**src/rtl/prefetch_buffer_pkg.sv**
```systemverilog
// Shared types and constants for the instruction prefetch front end.
package prefetch_buffer_pkg;

  localparam logic [31:0] EXC_INSTR_MISALIGNED   = 32'd0;
  localparam logic [31:0] EXC_INSTR_ACCESS_FAULT = 32'd1;
  localparam logic [1:0]  AXI_RESP_OKAY          = 2'b00;

  typedef struct packed {
    logic [31:0] pc;
    logic [31:0] ir;
    logic        exc_pend;
    logic [31:0] exc_cause;
  } fetch_entry_t;

endpackage

```
**src/rtl/prefetch_buffer_fifo_sync.sv**
```systemverilog
// Synchronous FIFO with flush and a registered head output (zero when empty).
module fifo_sync #(
  parameter int unsigned WIDTH = 32,
  parameter int unsigned DEPTH = 4
) (
  input  logic                       clk,
  input  logic                       reset,
  input  logic                       flush,
  input  logic                       push,
  input  logic [WIDTH-1:0]           push_data,
  input  logic                       pop,
  output logic [WIDTH-1:0]           head,
  output logic                       not_empty,
  output logic [$clog2(DEPTH+1)-1:0] count
);

  localparam int unsigned AW = $clog2(DEPTH);
  localparam int unsigned CW = $clog2(DEPTH+1);
  localparam logic [CW-1:0] FULL = CW'(DEPTH);

  logic [WIDTH-1:0] mem [DEPTH];
  logic [AW-1:0]    wr_ptr, rd_ptr, rd_next;
  logic             push_en, pop_en;

  assign not_empty = (count != '0);
  assign pop_en    = pop && not_empty;
  assign push_en   = push && ((count != FULL) || pop_en);
  assign rd_next   = rd_ptr + 1'b1;

  always_ff @(posedge clk) begin
    if (push_en) mem[wr_ptr] <= push_data;
  end

  always_ff @(posedge clk) begin
    if (reset || flush) begin
      wr_ptr <= '0;
      rd_ptr <= '0;
      count  <= '0;
      head   <= '0;
    end else begin
      if (push_en) wr_ptr <= wr_ptr + 1'b1;
      if (pop_en)  rd_ptr <= rd_next;
      count <= count + CW'(push_en) - CW'(pop_en);
      // Head register tracks mem[rd_ptr]; a push into an emptying FIFO bypasses memory.
      if (pop_en) begin
        if (count > CW'(1))  head <= mem[rd_next];
        else if (push_en)    head <= push_data;
        else                 head <= '0;
      end else if (push_en && count == '0) begin
        head <= push_data;
      end
    end
  end

endmodule

```
**src/rtl/prefetch_buffer.sv**
```systemverilog
// Instruction fetch front end: up to DEPTH AXI4-Lite reads in flight, buffered
// to ID over valid/ready, with redirect flush and stale-response discard.
module prefetch_buffer
  import prefetch_buffer_pkg::*;
#(
  parameter int unsigned DEPTH      = 4,
  parameter logic [31:0] RESET_ADDR = 32'h00000000,
  parameter logic [2:0]  ARPROT     = 3'b110
) (
  input  logic        clk,
  input  logic        reset,
  input  logic        jump_taken,
  input  logic [31:0] jump_addr,
  output logic [31:0] imem_axi_araddr,
  output logic [2:0]  imem_axi_arprot,
  output logic        imem_axi_arvalid,
  input  logic        imem_axi_arready,
  input  logic [31:0] imem_axi_rdata,
  input  logic [1:0]  imem_axi_rresp,
  input  logic        imem_axi_rvalid,
  output logic        imem_axi_rready,
  output logic        valid_out,
  input  logic        ready_in,
  output logic [31:0] PC_IF,
  output logic [31:0] IR_IF,
  output logic        exc_pend_IF,
  output logic [31:0] exc_cause_IF
);

  localparam int unsigned CW = $clog2(DEPTH+1);
  localparam int unsigned OW = CW + 1;

  logic          arvalid_q;
  logic [31:0]   araddr_q, fetch_pc, fetch_pc_next, mis_pc;
  logic [CW-1:0] discard, discard_next, outstanding, fifo_count;
  logic          stale, halted, mis_pend;
  logic          pcq_nempty;
  logic [31:0]   pcq_head;
  logic          ar_hs, r_hs, drop_r, push_r, push_mis, fifo_push, fifo_pop, issue_ok;
  logic [OW-1:0] occ_next;
  fetch_entry_t  push_entry, head_entry;

  assign imem_axi_rready  = !reset;
  assign imem_axi_arprot  = ARPROT;
  assign imem_axi_arvalid = arvalid_q;
  assign imem_axi_araddr  = araddr_q;

  assign ar_hs     = arvalid_q && imem_axi_arready;
  assign r_hs      = imem_axi_rvalid && imem_axi_rready && pcq_nempty;
  assign drop_r    = r_hs && (jump_taken || discard != '0);
  assign push_r    = r_hs && !drop_r;
  assign push_mis  = mis_pend && discard == '0 && !stale && !jump_taken;
  assign fifo_push = push_r || push_mis;
  assign fifo_pop  = valid_out && ready_in && !jump_taken;

  always_comb begin
    push_entry.pc        = pcq_head;
    push_entry.ir        = imem_axi_rdata;
    push_entry.exc_pend  = (imem_axi_rresp != AXI_RESP_OKAY);
    push_entry.exc_cause = (imem_axi_rresp != AXI_RESP_OKAY) ? EXC_INSTR_ACCESS_FAULT : '0;
    if (!push_r) begin
      push_entry.pc        = mis_pc;
      push_entry.ir        = '0;
      push_entry.exc_pend  = 1'b1;
      push_entry.exc_cause = EXC_INSTR_MISALIGNED;
    end
  end

  // Occupancy seen by next cycle: in-flight reads plus buffered entries.
  assign occ_next = OW'(outstanding) + OW'(fifo_count) + OW'(ar_hs) - OW'(fifo_pop) - OW'(drop_r);
  assign issue_ok = !halted && !jump_taken && !stale && (occ_next < OW'(DEPTH));

  always_comb begin
    fetch_pc_next = fetch_pc;
    if (jump_taken)         fetch_pc_next = jump_addr;
    else if (ar_hs && !stale) fetch_pc_next = fetch_pc + 32'd4;
  end

  always_comb begin
    discard_next = discard;
    if (jump_taken) begin
      discard_next = outstanding + CW'(ar_hs) - CW'(r_hs);
    end else begin
      discard_next = discard - CW'(r_hs && discard != '0) + CW'(stale && ar_hs);
    end
  end

  always_ff @(posedge clk) begin
    if (reset) begin
      arvalid_q <= 1'b0;
      araddr_q  <= RESET_ADDR;
      fetch_pc  <= RESET_ADDR;
      discard   <= '0;
      stale     <= 1'b0;
      halted    <= 1'b0;
      mis_pend  <= 1'b0;
      mis_pc    <= '0;
    end else begin
      fetch_pc <= fetch_pc_next;
      discard  <= discard_next;
      // A presented AR stays untouched until accepted, even across a redirect.
      if (!(arvalid_q && !imem_axi_arready)) begin
        arvalid_q <= issue_ok;
        if (issue_ok) araddr_q <= fetch_pc_next;
      end
      if (jump_taken) begin
        stale    <= arvalid_q && !imem_axi_arready;
        halted   <= |jump_addr[1:0];
        mis_pend <= |jump_addr[1:0];
        mis_pc   <= jump_addr;
      end else begin
        if (stale && ar_hs) stale <= 1'b0;
        if (push_mis)       mis_pend <= 1'b0;
      end
    end
  end

  fifo_sync #(.WIDTH(32), .DEPTH(DEPTH)) pc_queue (
    .clk       (clk),
    .reset     (reset),
    .flush     (1'b0),
    .push      (ar_hs),
    .push_data (araddr_q),
    .pop       (r_hs),
    .head      (pcq_head),
    .not_empty (pcq_nempty),
    .count     (outstanding)
  );

  fifo_sync #(.WIDTH($bits(fetch_entry_t)), .DEPTH(DEPTH)) entry_fifo (
    .clk       (clk),
    .reset     (reset),
    .flush     (jump_taken),
    .push      (fifo_push),
    .push_data (push_entry),
    .pop       (fifo_pop),
    .head      (head_entry),
    .not_empty (valid_out),
    .count     (fifo_count)
  );

  assign PC_IF        = head_entry.pc;
  assign IR_IF        = head_entry.ir;
  assign exc_pend_IF  = head_entry.exc_pend;
  assign exc_cause_IF = head_entry.exc_cause;

endmodule

```
**config.mk**
```make
export PLATFORM = sky130hd
export DESIGN_NAME = prefetch_buffer
export DESIGN_NICKNAME = d
export VERILOG_FILES = /design/src/rtl/prefetch_buffer_pkg.sv /design/src/rtl/prefetch_buffer_fifo_sync.sv /design/src/rtl/prefetch_buffer.sv
export SDC_FILE = /design/constraint.sdc
export NUM_CORES = 1
export LEC_CHECK = 0
export CAP_MARGIN = 40
export CORE_ASPECT_RATIO = 1.4
export CORE_MARGIN = 1
export CORE_UTILIZATION = 35
export DETAILED_ROUTE_END_ITERATION = 8
export GPL_TIMING_DRIVEN = 0
export REMOVE_ABC_BUFFERS = 1
export SLEW_MARGIN = 20
export SYNTH_ARGS = -nofsm -noshare
export SYNTH_HDL_FRONTEND = slang
export SYNTH_SLANG_ARGS = --single-unit
```
**constraint.sdc**
```tcl
create_clock -name clk -period 6.4 [get_ports clk]
set_clock_uncertainty 0.05 [all_clocks]
set_input_delay 1.92 -clock clk [delete_from_list [all_inputs] [get_ports clk]]
set_output_delay 1.92 -clock clk [all_outputs]
set_load 0.005 [all_outputs]
```
### Word-level counts from Yosys, hierarchy flattened

Memory sizes are Yosys's and may differ from the RTL's.
Index checks and enable logic that the tools add are counted.

| cells by class | value |
|---|---|
| $add $sub $neg | 17 |
| multipliers | 0 |
| div/mod/pow operators | 0 |
| order comparisons | 3 |
| equal/unequal tests | 2 |
| shift-type cells | 0 |
| muxes and demuxes | 21 |
| bitwise logic cells | 1 |
| reductions and logical operators | 47 |

Operators by type and width:

| operator | count |
|---|---|
| 97-bit 2-to-1 mux | 5 |
| 32-bit 2-to-1 mux | 6 |
| 32-bit by 3-bit adder with 32-bit output (second input constant) | 1 |
| 1-bit logical AND | 23 |
| 3-bit by 1-bit adder with 3-bit output | 4 |
| 3-bit by 1-bit subtractor with 3-bit output | 4 |
| 2-bit nonzero test | 5 |
| 3-bit logical NOT | 3 |
| 1-bit 2-to-1 mux | 9 |
| 3-bit nonzero test | 3 |
| 2-bit by 1-bit adder with 2-bit output (second input constant) | 4 |
| 4-bit by 1-bit subtractor with 4-bit output | 2 |
| 3-bit by 1-bit > comparator with 1-bit output (second input constant) | 2 |
| 1-bit logical NOT | 6 |
| 3-bit != test (second input constant) | 2 |
| 1-bit logical OR | 5 |
| 3-bit by 3-bit adder with 4-bit output | 1 |
| 4-bit by 1-bit adder with 4-bit output | 1 |
| 4-bit by 3-bit < comparator with 1-bit output (second input constant) | 1 |
| 3-bit 2-to-1 mux | 1 |
| 2-bit AND reduction | 1 |
| 2-bit OR reduction | 1 |
| 1-bit inverter | 1 |

| storage, ports and cells | value |
|---|---|
| bits in registers | 246 |
| latch bits | 0 |
| bits in writable memories | 516 |
| ROM bits | 0 |
| input port bits | 72 |
| output and inout bits | 135 |
| logic and storage cells | 109 |
| memories kept | 2 |

Memories:

| memory | depth | width | read ports | clocked after memory_dff | write ports | line | RTL |
|---|---|---|---|---|---|---|---|
| entry_fifo.mem | 4 | 97 | 1 | 0 | 1 | prefetch_buffer_fifo_sync.sv:21 | `logic [WIDTH-1:0] mem [DEPTH];` |
| pc_queue.mem | 4 | 32 | 1 | 0 | 1 | prefetch_buffer_fifo_sync.sv:21 |  |

### Depth between registers and ports, before layout

| logic depth | value |
|---|---|
| depth after elaboration | 11 |
| mapped depth | 14 |
| mapped depth without buffers | 13 |

### Hierarchy

A second synthesis with hierarchy kept.

| unflattened totals | value |
|---|---|
| cell total of the unflattened synthesis | 2343 |
| area total of the unflattened synthesis | 32588.8 um2 |

By module, submodules not included:

| module | instances | cells an instance | area an instance (um2) | sequential area each (um2) |
|---|---|---|---|---|
| fifo_sync at entry_fifo | 1 | 1268 | 20133.1 | 13733.2 |
| fifo_sync at pc_queue | 1 | 456 | 7046.8 | 4624.4 |
| prefetch_buffer | 1 | 619 | 5408.9 | 2062.0 |

### Worst setup path after synthesis

No wires, ideal clock.

| timing | value |
|---|---|
| path kind | input-to-reg |
| start | input port reset |
| end | register araddr_q[14], in the netlist imem_axi_araddr[14] |
| setup time | 0.121 ns |
| data arrival time | 4.869 ns |
| setup slack | 1.360 ns |
| stages | 13 |
| buffers on the path | 1 |
| cells stage by stage | clkbuf_1 -> inv_1 -> nand2_1 -> nor2_1 -> fa_1 -> fa_1 -> inv_1 -> ha_1 -> nand3_1 -> and3_1 -> o31a_1 -> nand2_1 -> mux2_2 |

| on the way | value |
|---|---|
| cells in the longest elaborated chain, start to end | 8 |

Ends and longest elaborated chain:

| what | line | RTL |
|---|---|---|
| start: declaration | prefetch_buffer.sv:11 | `input logic reset,` |
| 1-bit logical NOT | prefetch_buffer.sv:43 | `assign imem_axi_rready = !reset;` |
| 1-bit logical AND (2 in a row) | prefetch_buffer.sv:49 | `assign r_hs = imem_axi_rvalid && imem_axi_rready && pcq_nempty;` |
| 1-bit logical AND | prefetch_buffer.sv:50 | `assign drop_r = r_hs && (jump_taken \|\| discard != '0);` |
| 4-bit by 1-bit subtractor with 4-bit output | prefetch_buffer.sv:70 | `assign occ_next = OW'(outstanding) + OW'(fifo_count) + OW'(ar_hs) - OW'(fifo_pop) - OW'(drop_r);` |
| 4-bit by 3-bit < comparator with 1-bit output | prefetch_buffer.sv:71 | `assign issue_ok = !halted && !jump_taken && !stale && (occ_next < OW'(DEPTH));` |
| 1-bit logical AND | prefetch_buffer.sv:71 |  |
| 2-bit AND reduction (no source line) | - |  |
| end signal: assignment | prefetch_buffer.sv:104 | `if (issue_ok) araddr_q <= fetch_pc_next;` |
| end: declaration | prefetch_buffer.sv:34 | `logic [31:0] araddr_q, fetch_pc, fetch_pc_next, mis_pc;` |

Several ways; a longest one is shown, not always the timed one.
A chain may end at the register's enable or synchronous reset.

### Worst setup path in the final report

| timing | value |
|---|---|
| start | input port reset |
| end | register araddr_q[13], in the netlist imem_axi_araddr[13] |

Same word-level chain as after synthesis.

==> run summary <==
# DRC -> 0
router iterations before antenna repair -> 5
Buffers & Inverters on Critical Path -> 5
leakage -> 9.98 nW
core area -> 69,500 um2
worst-path fanout max -> 77
CP endpoint kind -> flip-flop
vias in the first global route -> 15,600
Clock transition at path regs -> 0.07 ns
Worst setup SP type -> input pin
Post-synth EDFFs -> 392
placed insts -> 2,802
post-CTS sizing -> 0
Worst path slowest cell -> inv_2
fin crit share -> 92.7%
Syn Std Cell Area -> 24,700 um2
Hold-fix buffers, CTS -> 0
largest net degree at the start of global routing -> 78
clock latency on the worst-skew pair -> 0.63 ns
number of library cell types mapped by synthesis -> 70
n_diodes -> 0
fin. max-slew vios -> 0
Layout area overhead -> 20.4%
ys async rst share -> 0%
GPL Wtd Cong -> 0.850
leading area contributor after synthesis -> edfxtp_1
share of power burned in registers -> 49.6%
die width -> 226 um
Seq/Total Area, Yosys -> 65.1%
clk buf depth -> 3
final non-filler cell total -> 2,908
Max-slew headroom -> 44.6%
Fin. Hold Viols -> 0
Die Y -> 316 um
antenna-violating nets left -> 0
final WL -> 60.0 mm
vias per inst -> 5.12
GRT Util Overall -> 16.9%
HPWL after detailed placement -> 40.8 mm
switching power -> 2.57 mW
top post-synthesis cells by area -> edfxtp_1, dfxtp_1, mux4_2
cell family contributing the most delay on the critical path -> buffers and inverters
clk sinks -> 607
min Tclk post-route -> 5.93 ns
Fmax -> 169 MHz
Initial Util -> 35.5%
Synth Flop Type -> edfxtp_1
Synth Register Bits -> 607
CP Class -> input pin to flip-flop
sequence of cells on the critical path -> buf_6 -> buf_16 -> inv_2 -> nand2_1 -> nor2_1 -> fa_1 -> fa_1 -> inv_1 -> ha_1 -> nand3_1 -> a21oi_1 -> o31a_1 -> buf_6 -> nand2_1 -> mux2_1
via count -> 14,900
initial antenna violation count -> 1
Avg WL per Cell -> 20.6 um
area taken by multi-input logic gates -> 7970 um2
port bufs -> 172
dpl cell area -> 27,900 um2
internal power -> 7.08 mW
combinational share of power -> 15.3%
VDD IR max -> 0.000200 V
first-pass GRT wire length -> 91.6 mm
Net Sw Frac -> 26.6%
fraction of layout cells with a size suffix above 1 -> 15.4%
largest stage delay on the critical path -> 0.55 ns
Mapped Cells -> 1,785
Nets -> 2,034
worst min path class -> flip-flop to flip-flop
Synth Warn # -> 0
Row Count -> 114
unrepaired setup endpoints after global routing -> no
# Max-Cap Violations -> 0
die area -> 71,600 um2
H-tree depth -> 2
design area -> 29,700 um2
Clk pwr share -> 35.1%
Slew @ Worst Pin -> 0.830 ns
final setup violating endpoints -> 0
Sequential Area -> 16,100 um2
synthesized area per cell -> 13.8 um2
io pins -> 207
CP arrival -> 6.41 ns
Num CTS Buffers -> 56
Filler Cell Count -> 6,300
Post-CTS Setup Inserts -> 0
gr ovfl total -> 0
status -> complete, no violations
CTS tree -> built
Synth top area share -> 47.7%
first-iteration detailed-routing DRC count -> 748
PwrDens -> 325 nW/um2
clock root buffer master -> clkbuf_16
worst path required time -> 6.87 ns
==> metal layers <==
| metal | vias up | track usage, % | part of all wire, % |
|---|---|---|---|
| li1 | 6968 | - | - |
| met1 | 7506 | 19.6 | 40 |
| met2 | 325 | 30.6 | 52 |
| met3 | 102 | 3.32 | 4.6 |
| met4 | 0 | 6.23 | 3.1 |
| met5 | - | 0 | 0 |
==> cells in the final DEF (no fill, tap or decap), types with 11 or more instances in the layout <==
cell	count
mux2_1	11
clkdlybuf4s50_1	170
edfxtp_1	392
nand2b_1	35
conb_1	34
inv_1	29
nor3_1	43
a221oi_1	32
o21ai_1	12
o21ai_0	82
mux2_2	28
nand3_1	21
a21oi_1	46
mux2i_1	24
nand2_1	157
dfxtp_1	211
clkbuf_16	56
mux4_2	98
nor2_1	92
buf_12	19
ha_1	23
nor2b_1	12
a31oi_1	69
nand4_1	12
clkinv_2	12
and2_1	42
==> power by group through the flow <==
stage	clock network, mW	logic [mW]	registers, mW
after detailed placement	0	1.50	4.87
final	3.39	1.48	4.78
after global routing	3.63	1.62	4.82
after floorplan	0	0.768	4.80
after global placement	0	1.34	4.89
after CTS	3.49	1.51	4.79
==> worst reg2reg max path, cell delays in order, from the launching register on <==
cell and delay, ns:
dfxtp_1 0.51, o31a_1 0.40, nand2_1 0.26, nor2_1 0.22, fa_1 0.44, fa_1 0.49
inv_1 0.04, ha_1 0.26, nand3_1 0.11, a21oi_1 0.23, o31a_1 0.45, buf_6 0.26
nand2_1 0.23, mux2_1 0.36
==> cells by family (layout without fill, tap and decap cells) <==
logic type               Yosys count  in the layout  share of synthesized area [%]
AO/OA/AOI/OAI                    308            308                           8.04
AND/OR/NAND/NOR                  468            468                           9.24
other                              2             34                         0.0304
flip-flops                       607            607                           65.1
multiplexers                     161            161                           11.7
XOR/XNOR                          20             20                          0.710
adder cells (fa/ha/maj)           29             29                           1.65
buffers and inverters            190            353                           3.52
==> final timing paths <==
path / depth (start not counted) / endpoint / slack (ns) / startpoint
max: 15 / imem_axi_araddr[13]$_SDFFE_PP0P_ / 0.47 / reset
min: 2 / mis_pc[15]$_SDFFE_PP0P_ / 0.41 / mis_pc[15]$_SDFFE_PP0P_
max reg2reg: 13 / imem_axi_araddr[13]$_SDFFE_PP0P_ / 1.99 / pc_queue.count[1]$_SDFF_PP0_
min reg2reg: 2 / mis_pc[15]$_SDFFE_PP0P_ / 0.41 / mis_pc[15]$_SDFFE_PP0P_
==> cell usage after synthesis, types with 7 or more instances <==
cell and n:
nand2_1 157, a211oi_1 10, xnor2_1 10, clkbuf_1 98, edfxtp_1 392, xor2_1 10, nor4_1 9, a21oi_1 47
o21ai_0 82, nor2_1 94, a221oi_1 32, mux2_1 11, nor2b_1 12, o21ai_1 12, and3_1 7, mux2i_1 24
a31oi_1 70, and2_1 50, buf_4 34, buf_2 10, dfxtp_1 215, ha_1 23, nor3_1 44, nand4_1 12
mux2_2 28, buf_1 13, nand2b_1 35, nand3_1 23, inv_1 31, mux4_2 98
==> sequential cells by signal, indices dropped and copies added, names as in the netlist, 2 cells and up <==
register           cells
discard                3
pc_queue.mem         128
entry_fifo.count       3
entry_fifo.mem       264
entry_fifo.head       66
mis_pc                32
pc_queue.wr_ptr        2
entry_fifo.rd_ptr      2
pc_queue.count         3
entry_fifo.wr_ptr      2
imem_axi_araddr       32
fetch_pc              32
pc_queue.rd_ptr        2
pc_queue.head         32
==> final cells by class <==
cell class	instances	share of cell area [%]
flip-flops and latches	607	54.1
multi-input cells	1020	26.8
repair buffers	215	8.46
clock buffers	67	4.99
well taps	928	3.91
clock inverters	38	1.25
inverters	33	0.417
==> stage by stage <==
stage                     worst slack, ns  total power [mW]  utilization (%)  setup TNS, ns  hold WS [ns]
final                               0.466              9.65             42.8              0         0.412
after global routing                0.215              10.1             42.8              0         0.435
after CTS                           0.508              9.78             42.8              0         0.414
after detailed placement           -0.167              6.37             40.1          -2.15         0.403
after global placement              -8.19              6.23             38.8       -3721.06         0.398
after floorplan                    -0.421              5.57                -         -26.79         0.386
(Power assumes the default switching activity.)
==> RTL edit: new RTL, config.mk and constraints unchanged <==
Make the reset (`reset`) asynchronous in one clocked block.
--- a/src/rtl/prefetch_buffer.sv
+++ b/src/rtl/prefetch_buffer.sv
@@ -87,3 +87,3 @@
 
-  always_ff @(posedge clk) begin
+  always_ff @(posedge clk or posedge reset) begin
     if (reset) begin
Behaviour: differs if reset is asserted again (counterexample within 4 cycles, from zero or initial values and one cycle with reset high); with reset held inactive, the same outputs for 4 cycles.
==> RTL edit against the original RTL <==
Sequential cell count stayed put. Maximum frequency is 1.7% lower. Final area rose by 0.45%. Total power is 3.2% higher. Worst setup slack worse by 0.10 ns. Wire length fell by 4.7%. Synthesized area fell by 0.17%. Critical path depth did not move. Final cell count is 3.6% lower. Global-route usage is 0.68 points lower. Largest power group unchanged. Highest routed layer unchanged.
==> RTL edit: results (changes against the original RTL) <==
[status]
outcome=finished, final reports clean

[setup_path]
worstPathMaxFanout=67  ; -13%
max_stage_delay_ns=0.49  ; -0.06 ns
cp-endpoint=imem_axi_araddr[26]$_DFFE_PP0P_
slowest_stage=fa_1
r2r-start=entry_fifo.count[1]$_SDFF_PP0_
startpoint=jump_taken
worst_ep_arrival_time_ns=6.49  ; +0.08 ns

[cells_and_area]
n_clock_buffer=77  ; +15%
multi_input_area_share_pct=24.69  ; -2.1 points
multi_input_gates=877  ; -14%
drive_above_1_share_pct=15.69  ; +0.33 points
buf_share_pct=8.711  ; +0.25 points
inverters=65  ; +97%
n_fill_cell=6281  ; -0.30%
nNetsFinal=1927  ; -5.3%
n_all_buffers=219  ; +1.9%
seq_area_um2=16600  ; +3.2%

[drt]
first_pass_iters=4  ; -1
viasPerCell=5.044  ; -1.6%
wl_met3_mm=2.206  ; -20%
first_iter_violations=696  ; -7.0%
wl_met2_mm=30.24  ; -3.2%
met1Wirelength_mm=23.26  ; -3.7%
wirelength_mm=57.18  ; -4.7%

[grt]
grt_use_total_pct=16.20  ; -0.68 points
grt_pass1_vias=15010  ; -3.8%
met2_usage_pct=29.46  ; -1.1 points
grtUsageMet3_pct=2.881  ; -0.44 points
grt_max_degree=68  ; -13%

[synthesis]
synth.avg_cell_area_um2=14.89  ; +7.7%
synthXorXnorAreaFrac_pct=0.7819  ; +0.072 points
async_flop_share_pct=16.97  ; +17 points
synth_commonest_cells=392 x edfxtp_1, 112 x dfxtp_1, 106 x nand2_1
synthMuxAreaShare_pct=12.84  ; +1.1 points
synth-compound-area-share_pct=7.047  ; -0.99 points
synth_adder_area_share_pct=1.655  ; +0.0029 points
ys_seq_area_share_pct=67.33  ; +2.2 points

[placement]
place_area_um2=27950  ; +0.34%
place_congestion=0.8079  ; -5.0%
place_hpwl_mm=38.51  ; -5.7%
place_ws_ns=-0.8768  ; -0.7096 ns

[power]
clkPwrFrac_pct=34.1  ; -1.0 points
switchingPower_w=0.002596  ; +1.2%
irDropWorstVdd_mv=0.2312  ; +16%
finalPower_w=0.009951  ; +3.2%
pwr-share-comb_pct=15.5  ; +0.2 points

[sta]
hold_slack_ns=0.4402  ; +0.02783 ns

[cts]
cts_resized=1  ; +1

## RTL edit: changes by cell type in the layout (fill, tap and decap cells not counted), moves of 33 or more
cell / change
inv_1: +34
nand2_1: -51
dfrtp_1: +103
mux2_1: +33
nand2b_1: -33
dfxtp_1: -103
## RTL edit: worst reg2reg max path, delay by kind of cell, from the launching register on
| kind | cells | cell delay (ns) |
|---|---|---|
| buffers and inverters | 3 | 0.37 |
| multiplexers | 1 | 0.37 |
| flip-flops | 1 | 0.36 |
| adder cells (fa/ha/maj) | 3 | 1.23 |
| AO/OA/AOI/OAI | 4 | 1.13 |
| AND/OR/NAND/NOR | 2 | 0.80 |
## RTL edit: metrics by stage
stage	util, %	instances
after floorplan	-	1549
after global placement	38.90	2649
after detailed placement	40.31	2691
after CTS	43.00	2797
after global routing	43.05	2802
final	43.05	2802
